File: src/rtl/paralelo_serial_tx.sv
// Parallel-to-serial lane transmitter: sends comma symbols after reset,
// then user bytes MSB first, with an idle symbol when no byte is pending.
module paralelo_serial_tx #(
  parameter logic [7:0]  COM_SYM    = 8'hBC,
  parameter logic [7:0]  IDLE_SYM   = 8'h7C,
  parameter int unsigned SYNC_COUNT = 4
) (
  input  logic       clk_32f,
  input  logic       reset,
  input  logic [7:0] data_in,
  input  logic       valid_in,
  output logic       ready_out,
  output logic       data_out,
  output logic       active,
  output logic       sym_start
);

  localparam logic [3:0] SYNC_MAX = 4'(SYNC_COUNT);

  typedef enum logic [1:0] {
    ST_RST,
    ST_SYNC,
    ST_RUN
  } state_t;

  state_t     state_q, state_d;
  logic [7:0] shift_q, shift_d;
  logic [2:0] bit_cnt_q, bit_cnt_d;
  logic [3:0] sync_cnt_q, sync_cnt_d;
  logic [7:0] hold_q, hold_d;
  logic       hold_full_q, hold_full_d;
  logic       active_q, active_d;

  logic boundary;
  logic accept;
  logic drain;

  assign boundary  = (bit_cnt_q == 3'd7);
  assign ready_out = (state_q == ST_RUN) &&
                     (!hold_full_q || boundary);
  assign accept    = valid_in && ready_out;
  assign data_out  = shift_q[7];
  assign active    = active_q;
  assign sym_start = (bit_cnt_q == 3'd0) &&
                     (state_q != ST_RST);

  // Register update; reset parks the lane on a symbol boundary.
  always_ff @(posedge clk_32f) begin
    if (reset) begin
      state_q     <= ST_RST;
      shift_q     <= 8'h00;
      bit_cnt_q   <= 3'd7;
      sync_cnt_q  <= 4'd0;
      hold_q      <= 8'h00;
      hold_full_q <= 1'b0;
      active_q    <= 1'b0;
    end else begin
      state_q     <= state_d;
      shift_q     <= shift_d;
      bit_cnt_q   <= bit_cnt_d;
      sync_cnt_q  <= sync_cnt_d;
      hold_q      <= hold_d;
      hold_full_q <= hold_full_d;
      active_q    <= active_d;
    end
  end

  // Next symbol selection on boundaries, shifting otherwise, and byte intake.
  always_comb begin
    state_d     = state_q;
    shift_d     = {shift_q[6:0], 1'b0};
    bit_cnt_d   = bit_cnt_q + 3'd1;
    sync_cnt_d  = sync_cnt_q;
    hold_d      = hold_q;
    hold_full_d = hold_full_q;
    active_d    = active_q;
    drain       = 1'b0;

    if (boundary) begin
      bit_cnt_d = 3'd0;
      unique case (state_q)
        ST_RST: begin
          shift_d = COM_SYM;
          if (SYNC_MAX == 4'd1) begin
            state_d  = ST_RUN;
            active_d = 1'b1;
          end else begin
            state_d    = ST_SYNC;
            sync_cnt_d = 4'd1;
          end
        end
        ST_SYNC: begin
          if (sync_cnt_q < SYNC_MAX) begin
            shift_d    = COM_SYM;
            sync_cnt_d = sync_cnt_q + 4'd1;
          end else begin
            state_d  = ST_RUN;
            active_d = 1'b1;
            drain    = 1'b1;
          end
        end
        ST_RUN: drain = 1'b1;
        default: state_d = ST_RST;
      endcase
    end

    if (drain) begin
      shift_d     = hold_full_q ? hold_q : IDLE_SYM;
      hold_full_d = 1'b0;
    end

    // A byte taken on the same edge that drains keeps the holding slot full.
    if (accept) begin
      hold_d      = data_in;
      hold_full_d = 1'b1;
    end
  end

endmodule

File: config.mk
export PLATFORM = sky130hd
export DESIGN_NAME = paralelo_serial_tx
export DESIGN_NICKNAME = d
export VERILOG_FILES = /design/src/rtl/paralelo_serial_tx.sv
export SDC_FILE = /design/constraint.sdc
export NUM_CORES = 1
export LEC_CHECK = 0
export BUFFER_PORTS_ARGS = -buffer_cell sky130_fd_sc_hd__buf_2
export CAP_MARGIN = 20
export CORE_ASPECT_RATIO = 1.25
export CORE_MARGIN = 2
export CORE_UTILIZATION = 45
export CTS_BUF_LIST = sky130_fd_sc_hd__clkbuf_4 sky130_fd_sc_hd__clkbuf_8
export DETAILED_ROUTE_END_ITERATION = 12
export PLACE_DENSITY = 0.76
export SLEW_MARGIN = 20
export SYNTH_ARGS = -nofsm -noshare
export SYNTH_HDL_FRONTEND = slang
export SYNTH_SLANG_ARGS = --single-unit
File: constraint.sdc
create_clock -name clk_32f -period 2.8 [get_ports clk_32f]
set_input_delay 0.28 -clock clk_32f [delete_from_list [all_inputs] [get_ports clk_32f]]
set_output_delay 0.28 -clock clk_32f [all_outputs]
set_load 0.02 [all_outputs]
==> impl_metrics.env, run 1 <==
export IMPL_drtAntennaViolNets=0
export IMPL_synth_fa_ha_area_share_pct=7.03
export IMPL_cts_tree="built"
export IMPL_area_delta_synth_final_pct=5.27
export IMPL_tightest_slew_ns=0.748
export IMPL_max_vdd_ir_drop_mv=0.347
export IMPL_outcome="finished clean"
export IMPL_fin_nets=177
export IMPL_gp_congestion=0.808
export IMPL_drv_cap=0
export IMPL_timing_final_crit_share_pct=88.1
export IMPL_critPathMaxFanout=19
export IMPL_dr_pass1_iters=4
export IMPL_critical_path_required_ns=2.52
export IMPL_grt_max_degree=22
export IMPL_worstSkewPairLatency_ns=0.33
export IMPL_fmax_mhz=405
export IMPL_antenna_found_initial=0
export IMPL_finalMaxSlewViolations=0
export IMPL_cp_data_arrival_time_ns=2.19
export IMPL_clockBufferDepth=2
export IMPL_dieArea_um2=3630
export IMPL_crit_type="register to output port"
export IMPL_synth_xor_area_share_pct=0
export IMPL_cts_sinks=27
export IMPL_critPathCapture="ready_out"
export IMPL_place_area_um2=1470
export IMPL_drc=0
export IMPL_start_util_pct=47.9
export IMPL_yosysWarnings=0
export IMPL_layout_common_cells="dfxtp_1, buf_2, a21oi_1, o21ai_0, o2111ai_1"
export IMPL_r2r_end="shift_q[7]$_SDFF_PP0_"
export IMPL_hold_viol_final=0
export IMPL_synth_top_family_by_area="compound AO/OA/AOI/OAI gates"
export IMPL_numCtsBuffers=3
export IMPL_synth_compound_area_share_pct=32.1
export IMPL_antenna_diode_count=0
export IMPL_vias=1208
export IMPL_final_area_um2=1500
export IMPL_finalNonFillerCells=193
export IMPL_overflow=0
export IMPL_muxShareOfSynthArea_pct=0
export IMPL_post_cts_resized=0
export IMPL_synth_ff_type="dfxtp_1"
export IMPL_num_io_pins=15
export IMPL_cellPowerDensity_nw_per_um2=556
export IMPL_setup_viol=0
export IMPL_rows=22
export IMPL_crit_path_start="bit_cnt_q[0]$_SDFF_PP1_"
export IMPL_setup_tns_ns=0
export IMPL_synthArstFlopShare_pct=0
export IMPL_routed_wl_um=2920
export IMPL_grt_pass1_wl_um=5120
export IMPL_hold_slack_ns=0.202
export IMPL_die_h_um=66.9
export IMPL_synthSimpleGateAreaFrac_pct=15.5
export IMPL_synthCells=151
export IMPL_clk_pin_slew_ns=0.14
export IMPL_core_um2=2970
export IMPL_grt_pass1_vias=1161
export IMPL_r2r_cells=5
export IMPL_finalClockSkew_ns=0.00397
export IMPL_wl_per_cell_um=15.1
export IMPL_drive_gt1_share_pct=18.5
export IMPL_maxSlewHeadroom_pct=50.1
export IMPL_layout_commonest_cell="dfxtp_1"
export IMPL_die_x_um=54.3
export IMPL_reg2reg_slack_ns=0.71
export IMPL_syn_nets=170
export IMPL_rr_startpoint="bit_cnt_q[0]$_SDFF_PP1_"
export IMPL_synth_edf_count=0
export IMPL_ys_seq_area_share_pct=38.0
export IMPL_drt_iter0_drc=48
export IMPL_grt_total_usage_pct=18.9
export IMPL_ys_ff_latch=27
export IMPL_postSynthAreaPerCell_um2=9.43
export IMPL_cts_setup_buffers=0
export IMPL_hpwlAfterDp_um=2080
export IMPL_root_buffer="clkbuf_4"
export IMPL_p_leak_nw=0.527
export IMPL_placed_cells=189
export IMPL_via_per_inst=6.26
export IMPL_period_needed_ns=2.47
export IMPL_cts_max_level=1
export IMPL_synth_cell_types=46
export IMPL_yosys_area_top_type_share_pct=38.0
export IMPL_endpoint_kind="output port"
export IMPL_worstHoldPathType="input pin to register"
export IMPL_rsz0062_at_grt="no"
export IMPL_critPathLaunchType="register"
export IMPL_synth_top_area_cell="dfxtp_1"
export IMPL_syn_area_um2=1420
export IMPL_port_buffers=14
export IMPL_synth_area_leaders="dfxtp_1, ha_1, o2111ai_1"
export IMPL_cts_hold_buffers=0
## per-stage QoR
step	utilization, %	power [mW]	setup WS [ns]
after floorplan	-	0.621	1.16
after global placement	49.5	0.655	0.799
after detailed placement	49.5	0.668	0.737
after CTS	50.4	0.831	0.353
after global routing	50.4	0.880	0.135
final	50.4	0.833	0.333
## critical path, cell delays in order, from the launching register on
cell and delay [ns]:
dfxtp_1 0.35, ha_1 0.20, ha_1 0.44, nor2b_1 0.62
nor2_1 0.07, buf_2 0.18
## cell type report
| type | instances | area, um^2 |
|---|---|---|
| inverters | 9 | 38.8 |
| well taps | 36 | 45.0 |
| multi-input cells | 103 | 777 |
| clock inverters | 1 | 5.00 |
| repair buffers | 14 | 70.1 |
| fillers | 278 | 1470 |
| flip-flops and latches | 27 | 541 |
| clock buffers | 3 | 22.5 |
## logic make-up after synthesis
| logic type | after synthesis |
|---|---|
| AND/OR/NAND/NOR | 32 |
| buffers and inverters | 21 |
| flip-flops | 27 |
| adder cells (fa/ha/maj) | 8 |
| AO/OA/AOI/OAI | 63 |
## where the power goes
part | internal [mW] | total, mW | switching, mW
Combinational | 0.0828 | 0.224 | 0.141
Clock | 0.0537 | 0.170 | 0.117
Sequential | 0.420 | 0.438 | 0.0186
Total | 0.556 | 0.833 | 0.277
## Yosys cell counts (all sizes together), types with 4 or more instances
master	n
o41ai	4
clkbuf	5
ha	8
o21ai	13
buf	7
nand2	5
dfxtp	27
a21oi	13
o31ai	8
inv	9
a31oi	5
o2111ai	9
## sequential cells by signal, summed over array words and instances, names as in the netlist
| register | count |
|---|---|
| sync_cnt_q | 4 |
| state_q | 2 |
| active | 1 |
| bit_cnt_q | 3 |
| shift_q | 8 |
| hold_q | 8 |
| hold_full_q | 1 |
## how the worst min path moves through the flow
stage                                       from                      to  cells past startpoint
final                                 data_in[7]  hold_q[7]$_SDFFE_PP0P_                      3
after CTS                             data_in[7]  hold_q[7]$_SDFFE_PP0P_                      3
after floorplan           hold_q[0]$_SDFFE_PP0P_   shift_q[0]$_SDFF_PP0_                      2
after global placement    hold_q[0]$_SDFFE_PP0P_   shift_q[0]$_SDFF_PP0_                      2
after detailed placement  hold_q[0]$_SDFFE_PP0P_   shift_q[0]$_SDFF_PP0_                      2
after global routing                  data_in[6]  hold_q[6]$_SDFFE_PP0P_                      3
## metal layers
| metal | GRT usage [%] | vias to the layer above | share of wire, % |
|---|---|---|---|
| met5 | 0 | - | 0 |
| met1 | 22.2 | 570 | 43 |
| met4 | 8.44 | 0 | 1.2 |
| met3 | 2.91 | 4 | 5.2 |
| li1 | - | 597 | - |
| met2 | 32.7 | 37 | 51 |
Note: power is estimated with default switching activity, not from simulation.
==> run 2, diff against run 1 <==
--- a/config.mk
+++ b/config.mk
@@ -8,7 +8,7 @@
 export BUFFER_PORTS_ARGS = -buffer_cell sky130_fd_sc_hd__buf_2
 export CAP_MARGIN = 20
 export CORE_ASPECT_RATIO = 1.25
-export CORE_MARGIN = 2
+export CORE_MARGIN = 4
 export CORE_UTILIZATION = 45
 export CTS_BUF_LIST = sky130_fd_sc_hd__clkbuf_4 sky130_fd_sc_hd__clkbuf_8
 export DETAILED_ROUTE_END_ITERATION = 12
==> constraint.sdc (replaced) <==
create_clock -name clk_32f -period 2.6 [get_ports clk_32f]
set_input_delay 0.26 -clock clk_32f [delete_from_list [all_inputs] [get_ports clk_32f]]
set_output_delay 0.26 -clock clk_32f [all_outputs]
set_load 0.02 [all_outputs]
==> run 2 against run 1 <==
Net effect: power rose by 8.8%; via count fell by 1.8%; global-route usage fell by 4.0 points.
==> impl_metrics.env, run 2 (same netlist as run 1, synthesis figures left out) <==
export IMPL_drc=0
export IMPL_numCtsBuffers=3
export IMPL_grt_max_degree=22
export IMPL_routed_wl_um=2810
export IMPL_grt_pass1_wl_um=5060
export IMPL_start_util_pct=47.5
export IMPL_rsz0062_at_grt="no"
export IMPL_dr_wl_met3_um=89
export IMPL_core_um2=3000
export IMPL_crit_type="register to output port"
export IMPL_crit_path_start="bit_cnt_q[0]$_SDFF_PP1_"
export IMPL_drv_cap=0
export IMPL_hpwlAfterDp_um=2060
export IMPL_port_buffers=14
export IMPL_rr_startpoint="state_q[0]$_SDFFE_PP0P_"
export IMPL_hold_slack_ns=0.195
export IMPL_root_buffer="clkbuf_4"
export IMPL_finalMaxSlewViolations=0
export IMPL_fillers=276
export IMPL_p_sw_mw=0.290
export IMPL_grt_total_usage_pct=15.0
export IMPL_outcome="finished clean"
export IMPL_clockPowerShare_pct=20.7
export IMPL_power_share_switching_pct=32.0
export IMPL_wl_met2_um=1370
export IMPL_rows=22
export IMPL_clockBufferDepth=2
export IMPL_endpoint_kind="output port"
export IMPL_cts_max_level=1
export IMPL_overflow=0
export IMPL_wl_met1_um=1300
export IMPL_top_layer_used="met4"
export IMPL_cts_setup_buffers=0
export IMPL_p_leak_nw=0.533
export IMPL_critPathMaxFanout=11
export IMPL_area_delta_synth_final_pct=5.98
export IMPL_vias=1186
export IMPL_cts_tree="built"
export IMPL_cp_data_arrival_time_ns=2.05
export IMPL_critical_path_required_ns=2.34
export IMPL_maxSlewHeadroom_pct=56.7
export IMPL_period_needed_ns=2.31
export IMPL_p_comb_share_pct=27.4
export IMPL_hold_viol_final=0
export IMPL_fmax_mhz=433
export IMPL_cts_sinks=27
export IMPL_drt_iter0_drc=27
export IMPL_p_seq_share_pct=52.0
export IMPL_worstHoldPathType="input pin to register"
export IMPL_layout_common_cells="dfxtp_1, buf_2, a21oi_1, o21ai_0, o2111ai_1"
export IMPL_timing_final_crit_share_pct=88.9
export IMPL_internal_power_mw=0.616
export IMPL_critPathLaunchType="register"
export IMPL_setup_viol=0
export IMPL_antenna_found_initial=0
export IMPL_layout_commonest_cell="dfxtp_1"
export IMPL_gp_congestion=0.857
export IMPL_antenna_diode_count=0
export IMPL_top_regs="hold_q x8, shift_q x8, sync_cnt_q x4"
export IMPL_wl_per_cell_um=14.5
export IMPL_die_h_um=70.9
export IMPL_grt_pass1_vias=1138
export IMPL_finalClockSkew_ns=0.00544
export IMPL_worstSkewPairLatency_ns=0.32
export IMPL_min_from="data_in[6]"
export IMPL_via_per_inst=6.11
export IMPL_clk_pin_slew_ns=0.14
export IMPL_dieArea_um2=4130
export IMPL_die_x_um=58.3
export IMPL_cellPowerDensity_nw_per_um2=600
export IMPL_cts_hold_buffers=0
export IMPL_post_cts_resized=0
export IMPL_drive_gt1_share_pct=19.0
export IMPL_setup_tns_ns=0
export IMPL_num_io_pins=15
export IMPL_tightest_slew_ns=0.648
export IMPL_fin_nets=178
export IMPL_max_vdd_ir_drop_mv=0.494
export IMPL_drtAntennaViolNets=0
export IMPL_dr_pass1_iters=4
[run 2: cell types whose count changed in the layout (fill, tap and decap cells not counted), sizes merged]
cell    change
clkinv      -1
buf         +1
clkbuf      +1
[run 2: worst paths after layout]
| check | endpoint | slack [ns] | cells after the start |
|---|---|---|---|
| hold / removal | hold_q[6]$_SDFFE_PP0P_ | 0.19 | 3 |
| setup / recovery | ready_out | 0.29 | 5 |
| hold reg to reg | shift_q[0]$_SDFF_PP0_ | 0.48 | 2 |
| setup reg to reg | shift_q[7]$_SDFF_PP0_ | 0.71 | 5 |
[run 2: cell type report]
type	count	area (um^2)	share of cell area, %
flip-flops and latches	27	541	35.8
clock buffers	4	30.0	1.99
well taps	36	45.0	2.99
repair buffers	15	77.6	5.14
inverters	9	38.8	2.57
multi-input cells	103	777	51.5
[run 2: stage by stage]
step	instances	worst slack [ns]	utilization [%]	power (mW)	instance area [um^2]
finish	194	0.289	50.3	0.906	1510
global route	194	0.134	50.3	0.969	1510
CTS	194	0.303	50.3	0.913	1510
detailed placement	190	0.678	49.3	0.728	1480
global placement	190	0.756	49.3	0.713	1480
floorplan	151	0.980	-	0.669	1420
[run 2: critical path, stage by stage (launching register included)]
cell and delay (ns):
dfxtp_1 0.35, ha_1 0.20, ha_1 0.34, nor2b_1 0.58
nor2_1 0.08, buf_2 0.18
[run 2: routing by layer]
metal  GRT usage, %  up-vias
met5              0        -
met3           2.37        6
met1           19.9      566
met4           6.70        0
met2           23.5       20
li1               -      594
[run 2: power groups by stage]
stage,clock network [mW],logic (mW),registers [mW]
floorplan,0,0.189,0.480
global placement,0,0.235,0.478
detailed placement,0,0.247,0.481
CTS,0.193,0.248,0.471
global route,0.215,0.277,0.477
finish,0.187,0.248,0.471
